===== config.mk =====
export PLATFORM = sky130hd
export DESIGN_NAME = exc_ctrl
export DESIGN_NICKNAME = d
export VERILOG_FILES = /design/src/rtl/exc_ctrl_pkg.sv /design/src/rtl/exc_vec_fetch.sv /design/src/rtl/exc_ctrl.sv
export SDC_FILE = /design/constraint.sdc
export NUM_CORES = 1
export LEC_CHECK = 0
export BUFFER_PORTS_ARGS = -buffer_cell sky130_fd_sc_hd__buf_2
export CORE_UTILIZATION = 52
export CTS_CLUSTER_DIAMETER = 200
export DETAILED_ROUTE_END_ITERATION = 8
export GPL_ROUTABILITY_DRIVEN = 0
export PLACE_DENSITY = 0.86
export SLEW_MARGIN = 20
export SYNTH_ARGS = -nofsm -noshare
export SYNTH_HDL_FRONTEND = slang
export SYNTH_HIERARCHICAL = 1
export SYNTH_SLANG_ARGS = --single-unit

===== constraint.sdc =====
create_clock -name clk -period 4.93 [get_ports clk]
set_input_delay 0.493 -clock clk [delete_from_list [all_inputs] [get_ports clk]]
set_output_delay 0.493 -clock clk [all_outputs]
set_load 0.05 [all_outputs]

===== src/rtl/exc_ctrl_pkg.sv =====
// Shared types and constants for the exception controller.
// Optional build macro: EXC_CTRL_VEC_TIMEOUT_EN (vector-fetch ack timeout).
package exc_ctrl_pkg;

    typedef enum logic [2:0] {
        ST_IDLE     = 3'd0,
        ST_FLUSH    = 3'd1,
        ST_VEC_REQ  = 3'd2,
        ST_REDIRECT = 3'd3,
        ST_HANDLER  = 3'd4,
        ST_RETURN   = 3'd5,
        ST_HALT     = 3'd6
    } state_t;

    localparam logic [2:0] CAUSE_NONE = 3'd0;
    localparam logic [2:0] CAUSE_1    = 3'd1;
    localparam logic [2:0] CAUSE_2    = 3'd2;
    localparam logic [2:0] CAUSE_3    = 3'd3;
    localparam logic [2:0] CAUSE_4    = 3'd4;
    localparam logic [2:0] CAUSE_5    = 3'd5;
    localparam logic [2:0] CAUSE_6    = 3'd6;

    localparam logic [31:0] VEC_BASE    = 32'h0000_0000;
    localparam int          ACK_TIMEOUT = 15;

    localparam logic [3:0] FLUSH_NONE  = 4'b0000;
    localparam logic [3:0] FLUSH_IF    = 4'b0001;
    localparam logic [3:0] FLUSH_ID_UP = 4'b0011;
    localparam logic [3:0] FLUSH_EX_UP = 4'b0111;
    localparam logic [3:0] FLUSH_ALL   = 4'b1111;

    // Oldest faulting stage decides how deep the flush reaches.
    function automatic logic [3:0] detect_mask(input logic id, input logic ex, input logic mem);
        if (mem)     return FLUSH_ALL;
        else if (ex) return FLUSH_EX_UP;
        else if (id) return FLUSH_ID_UP;
        else         return FLUSH_NONE;
    endfunction

endpackage


===== src/rtl/exc_vec_fetch.sv =====
// Vector-table read: request/ack handshake, handler address capture and
// optional ack timeout (EXC_CTRL_VEC_TIMEOUT_EN).
module exc_vec_fetch
    import exc_ctrl_pkg::*;
(
    input  logic        clk,
    input  logic        reset,
    input  logic        req_i,
    input  logic [2:0]  cause_i,
    input  logic        ack_i,
    input  logic [31:0] data_i,
    output logic        vec_req_o,
    output logic [31:0] vec_addr_o,
    output logic        done_o,
    output logic [31:0] handler_o,
    output logic        timeout_o
);

    logic [31:0] handler_q, handler_d;

    assign vec_req_o  = req_i;
    assign vec_addr_o = req_i ? (VEC_BASE + {29'd0, cause_i}) : 32'd0;
    assign done_o     = req_i & ack_i;
    assign handler_o  = handler_q;

    always_comb begin
        handler_d = handler_q;
        if (req_i && ack_i) handler_d = data_i;
    end

    always_ff @(posedge clk) begin
        if (reset) handler_q <= 32'd0;
        else       handler_q <= handler_d;
    end

`ifdef EXC_CTRL_VEC_TIMEOUT_EN
    logic [3:0] cnt_q, cnt_d;

    // cnt_q counts completed request cycles; the ACK_TIMEOUT-th one without ack fires.
    always_comb begin
        cnt_d = req_i ? (cnt_q + 4'd1) : 4'd0;
    end

    always_ff @(posedge clk) begin
        if (reset) cnt_q <= 4'd0;
        else       cnt_q <= cnt_d;
    end

    assign timeout_o = req_i & ~ack_i & (cnt_q == 4'(ACK_TIMEOUT - 1));
`else
    assign timeout_o = 1'b0;
`endif

endmodule


===== src/rtl/exc_ctrl.sv =====
// Precise-exception controller: flush, vector fetch, redirect, handler and
// return sequencing with sticky double-fault halt. Macro: EXC_CTRL_VEC_TIMEOUT_EN.
module exc_ctrl
    import exc_ctrl_pkg::*;
(
    input  logic        clk,
    input  logic        reset,
    input  logic        exc_id_in,
    input  logic        exc_ex_in,
    input  logic        exc_mem_in,
    input  logic [2:0]  cause_in,
    input  logic [31:0] epc_in,
    input  logic        eret_in,
    output logic        vec_req_out,
    output logic [31:0] vec_addr_out,
    input  logic        vec_ack_in,
    input  logic [31:0] vec_data_in,
    output logic [3:0]  flush_out,
    output logic        stall_out,
    output logic        pc_load_out,
    output logic [31:0] pc_target_out,
    output logic        in_handler_out,
    output logic [2:0]  cause_out,
    output logic [31:0] epc_out,
    output logic        fault_out
);

    state_t      state_q, state_d;
    logic [3:0]  mask_q, mask_d;
    logic [2:0]  cause_q, cause_d;
    logic [31:0] epc_q, epc_d;

    logic        any_exc;
    logic        fetch_active;
    logic        fetch_done;
    logic        fetch_timeout;
    logic [31:0] handler_addr;

    assign any_exc      = exc_id_in | exc_ex_in | exc_mem_in;
    // Driven from the registered state so timeout/done never loop back combinationally.
    assign fetch_active = (state_q == ST_VEC_REQ);

    exc_vec_fetch u_vec_fetch (
        .clk        (clk),
        .reset      (reset),
        .req_i      (fetch_active),
        .cause_i    (cause_q),
        .ack_i      (vec_ack_in),
        .data_i     (vec_data_in),
        .vec_req_o  (vec_req_out),
        .vec_addr_o (vec_addr_out),
        .done_o     (fetch_done),
        .handler_o  (handler_addr),
        .timeout_o  (fetch_timeout)
    );

    always_ff @(posedge clk) begin
        if (reset) begin
            state_q <= ST_IDLE;
            mask_q  <= FLUSH_NONE;
            cause_q <= CAUSE_NONE;
            epc_q   <= 32'd0;
        end else begin
            state_q <= state_d;
            mask_q  <= mask_d;
            cause_q <= cause_d;
            epc_q   <= epc_d;
        end
    end

    always_comb begin
        state_d        = state_q;
        mask_d         = mask_q;
        cause_d        = cause_q;
        epc_d          = epc_q;
        flush_out      = FLUSH_NONE;
        stall_out      = 1'b0;
        pc_load_out    = 1'b0;
        pc_target_out  = 32'd0;
        in_handler_out = 1'b0;
        fault_out      = 1'b0;

        case (state_q)
            ST_IDLE: begin
                if (any_exc) begin
                    state_d = ST_FLUSH;
                    mask_d  = detect_mask(exc_id_in, exc_ex_in, exc_mem_in);
                end
            end
            ST_FLUSH: begin
                flush_out = mask_q;
                stall_out = 1'b1;
                // Detector registers have settled one cycle after the flag.
                cause_d   = cause_in;
                epc_d     = epc_in;
                state_d   = any_exc ? ST_HALT : ST_VEC_REQ;
            end
            ST_VEC_REQ: begin
                stall_out = 1'b1;
                if (any_exc || fetch_timeout) state_d = ST_HALT;
                else if (fetch_done)          state_d = ST_REDIRECT;
            end
            ST_REDIRECT: begin
                pc_load_out   = 1'b1;
                pc_target_out = handler_addr;
                flush_out     = FLUSH_IF;
                state_d       = any_exc ? ST_HALT : ST_HANDLER;
            end
            ST_HANDLER: begin
                in_handler_out = 1'b1;
                if (any_exc)      state_d = ST_HALT;
                else if (eret_in) state_d = ST_RETURN;
            end
            ST_RETURN: begin
                pc_load_out   = 1'b1;
                pc_target_out = epc_q + 32'd1;
                flush_out     = FLUSH_ID_UP;
                state_d       = any_exc ? ST_HALT : ST_IDLE;
            end
            ST_HALT: begin
                fault_out = 1'b1;
                stall_out = 1'b1;
                flush_out = FLUSH_ALL;
            end
            default: state_d = ST_IDLE;
        endcase
    end

    assign cause_out = cause_q;
    assign epc_out   = epc_q;

endmodule


==> key figures <==
Outcome
  – Status: complete, no violations

Yosys
  – Seq cells post-synth: 73
  – Synth cell types: 39
  – Count leader, synth: nand2_1
  – Async SR Flop Fraction: 0%
  – Synth top area share: roughly a third
  – Post-Syn Instances: 555
  – Largest cells by area after synthesis: dfxtp_1 (34%), nand2_1 (11%), a21oi_1 (6.4%)
  – Top FF cell, synth: dfxtp_1
  – Synth top cells by count: nand2_1 (127), dfxtp_1 (73), a21oi_1 (55), nand3_1 (43), buf_4 (31)
  – Post-synth EDFFs: 0
  – Ys Warns: 6
  – Synthesized area: 4280 µm²
  – Avg Cell Area, Syn: 7.72 µm²
  – Seq/Total Area, Yosys: 34.1%
  – Largest area contributor in the netlist: dfxtp_1

Timing
  – Final setup violating endpoints: 0
  – Minimum clock period: 3.09 ns
  – Clock Skew: 0.0107 ns
  – Final Cycle Share: 62.6%
  – Worst-Margin Slew: 1.03 ns
  – Final slew viol count: 0
  – Slew margin rel.: about a third
  – RSZ-0062 raised after global routing: no
  – Setup TNS: 0 ns
  – Peak Freq: between 0.3 and 0.4 GHz
  – PnR worst setup slack: 1.84 ns
  – Final hold violations: 0

Clock tree
  – Post-CTS setup buffer count: 0
  – CTS max path bufs: 2
  – CTS H-tree lvls: 3
  – Hold buffers post-CTS: 0
  – CTS root buf: clkbuf_8
  – Num Clock Sinks: between 70 and 80
  – CTS tree: yes
  – CTS Buf Count: 9
  – Post-cts sizing count: 0
  – Clock Latency Late Sink: 0.34 ns
  – Clk slew on worst S/H paths: approximately 0.08 ns

Placement
  – IO Port Bufs: 152
  – Pre-CTS setup slack: 2.30 ns
  – DP HPWL: around 8400 µm

Finish
  – Filler cells: about 720
  – Layout area overhead: 19.2%
  – # nets final: 753
  – N_diodes: 0
  – Share of cells above drive strength 1: a little under a third

Setup path
  – Worst Setup Start Kind: flip-flop
  – CP Buf/Inv Count: 1
  – Critical Path AT: approximately 2.6 ns
  – Delay-heaviest family, CP: simple AND/OR/NAND/NOR gates
  – CP Capture Type: primary output
  – Critical Path, Cell by Cell: nor2b_1 > nand2_1 > o21ai_0 > buf_2
  – Crit-path max FO: 32
  – Slowest CP cell: nand2_1
  – Data required, critical path: 4.44 ns
  – Crit-path max cell delay: ~0.60 ns
  – Setup CP Type: flip-flop to primary output

Worst hold path
  – Worst Hold Class: input pin to flip-flop

Global routing
  – First-pass GRT wire length: 18300 µm
  – Vias in the first global route: 3703
  – GRT Total Usage: 26.8%
  – Initial antenna violation count: 0
  – Largest net degree at the start of global routing: 74
  – Grt total ovfl: 0

Detailed routing
  – DRT antenna net count: 0
  – Drt wl/cell: 14.7 µm
  – Starting DRT DRC Count: 250
  – Routed wire length: roughly 12000 µm
  – Via Count: 4229
  – First drt pass iteration count: 5
  – DR DRC count: 0
  – DR vias/cell: 5.39

Pwr
  – Worst vdd ir: 0.272 mV
  – Power Density: 479 nW/µm²
  – Leakage: 2.21 nW

Die
  – Core area: just under 8000 µm²
  – Die Y: 92.8 µm
  – Die area: 8600 µm²
  – Rows: 32
  – IO Count: roughly 180
  – Die Wd: 92.8 µm
  – Initial Util: 54.6%

Flow run
  – Max-cap violations: 0
==> path summary, 6_finish.rpt <==
kind | endpoint | slack [ns] | start | cells past startpoint
hold reg to reg | mask_q[2]$_SDFFE_PP0P_ | 0.47 | mask_q[2]$_SDFFE_PP0P_ | 2
hold / removal | cause_out[2]$_SDFFE_PP0N_ | 0.39 | cause_in[2] | 3
setup reg to reg | state_q[0]$_SDFFE_PP0P_ | 2.62 | state_q[1]$_SDFFE_PP0P_ | 7
setup / recovery | pc_target_out[27] | 1.84 | state_q[0]$_SDFFE_PP0P_ | 4
==> worst register-to-register path, delay by kind of cell, from the launching register on <==
kind | cells | cell delay (ns)
AO/OA/AOI/OAI | 1 | 0.09
buffers and inverters | 1 | 0.54
flip-flops | 1 | 0.54
AND/OR/NAND/NOR | 5 | 1.05
==> placed cells by master, fill, tap and decap left out, types with 5 or more instances in the layout <==
master / Yosys / layout
buf_2: 12 / 152
nor2_1: 13 / 10
inv_1: 5 / 5
dfxtp_1: 73 / 73
xnor2_1: 8 / 8
xor2_1: 22 / 22
nand4_1: 12 / 12
o21ai_0: 26 / 26
o21ai_1: 6 / 6
a21oi_1: 55 / 55
a21bo_2: 15 / 15
a21oi_2: 17 / 17
conb_1: 1 / 30
a21bo_1: 17 / 17
clkbuf_8: 0 / 10
nand2_1: 127 / 126
nand3_1: 43 / 43
nor3_1: 8 / 8
==> registers in the layout, indices dropped and copies added, names as in the netlist <==
name and flops:
epc_out 32, u_vec_fetch/handler_o 32, cause_out 3, mask_q 3
state_q 3
==> cell families (layout without fill, tap and decap cells) <==
logic type	count (synthesis)	count (layout)	synth area share, %
adders and majority gates	1	1	0.292
buffers and inverters	77	176	11.2
and+or+nand+nor	229	229	25.4
other	1	30	0.0876
xor gates and xnor gates	30	30	6.13
DFF	73	73	34.1
AOI/OAI and AO/OA	144	144	22.7
==> per-stage QoR <==
step | cell area, µm² | util (%) | hold slack, ns | instances | power, W
final | 5100 | 65.1 | 0.388 | 785 | 0.00245
after floorplan | 4390 | - | 0.432 | 584 | 0.00170
after detailed placement | 4850 | 61.8 | 0.459 | 769 | 0.00188
after global routing | 5100 | 65.1 | 0.375 | 785 | 0.00258
after global placement | 4850 | 61.8 | 0.439 | 769 | 0.00186
after CTS | 5100 | 65.0 | 0.375 | 785 | 0.00245
==> per-layer routing <==
| metal | vias to the layer above | share of wire (%) | global-route usage [%] | wire, µm |
|---|---|---|---|---|
| met5 | - | 0 | 0 | 0 |
| met4 | 0 | 3.4 | 12.8 | 386 |
| met3 | 34 | 7.2 | 4.27 | 829 |
| met2 | 207 | 46 | 42.2 | 5330 |
| met1 | 1920 | 43 | 35.8 | 4950 |
| li1 | 2068 | - | - | - |
==> final cells by class <==
cell class | instances | area [µm²] | area share, %
well taps | 102 | 128 | 2.50
inverters | 5 | 18.8 | 0.368
repair buffers | 155 | 783 | 15.3
clock inverters | 5 | 103 | 2.01
multi-input cells | 434 | 2470 | 48.4
flip-flops and latches | 73 | 1460 | 28.6
clock buffers | 11 | 141 | 2.77
==> power breakdown <==
part           total, W  internal (W)  switching (W)
Sequential     0.000848      0.000698       0.000150
Clock          0.000567      0.000349       0.000217
Combinational   0.00103      0.000263       0.000769
Note: power is estimated with default switching activity, not from simulation.
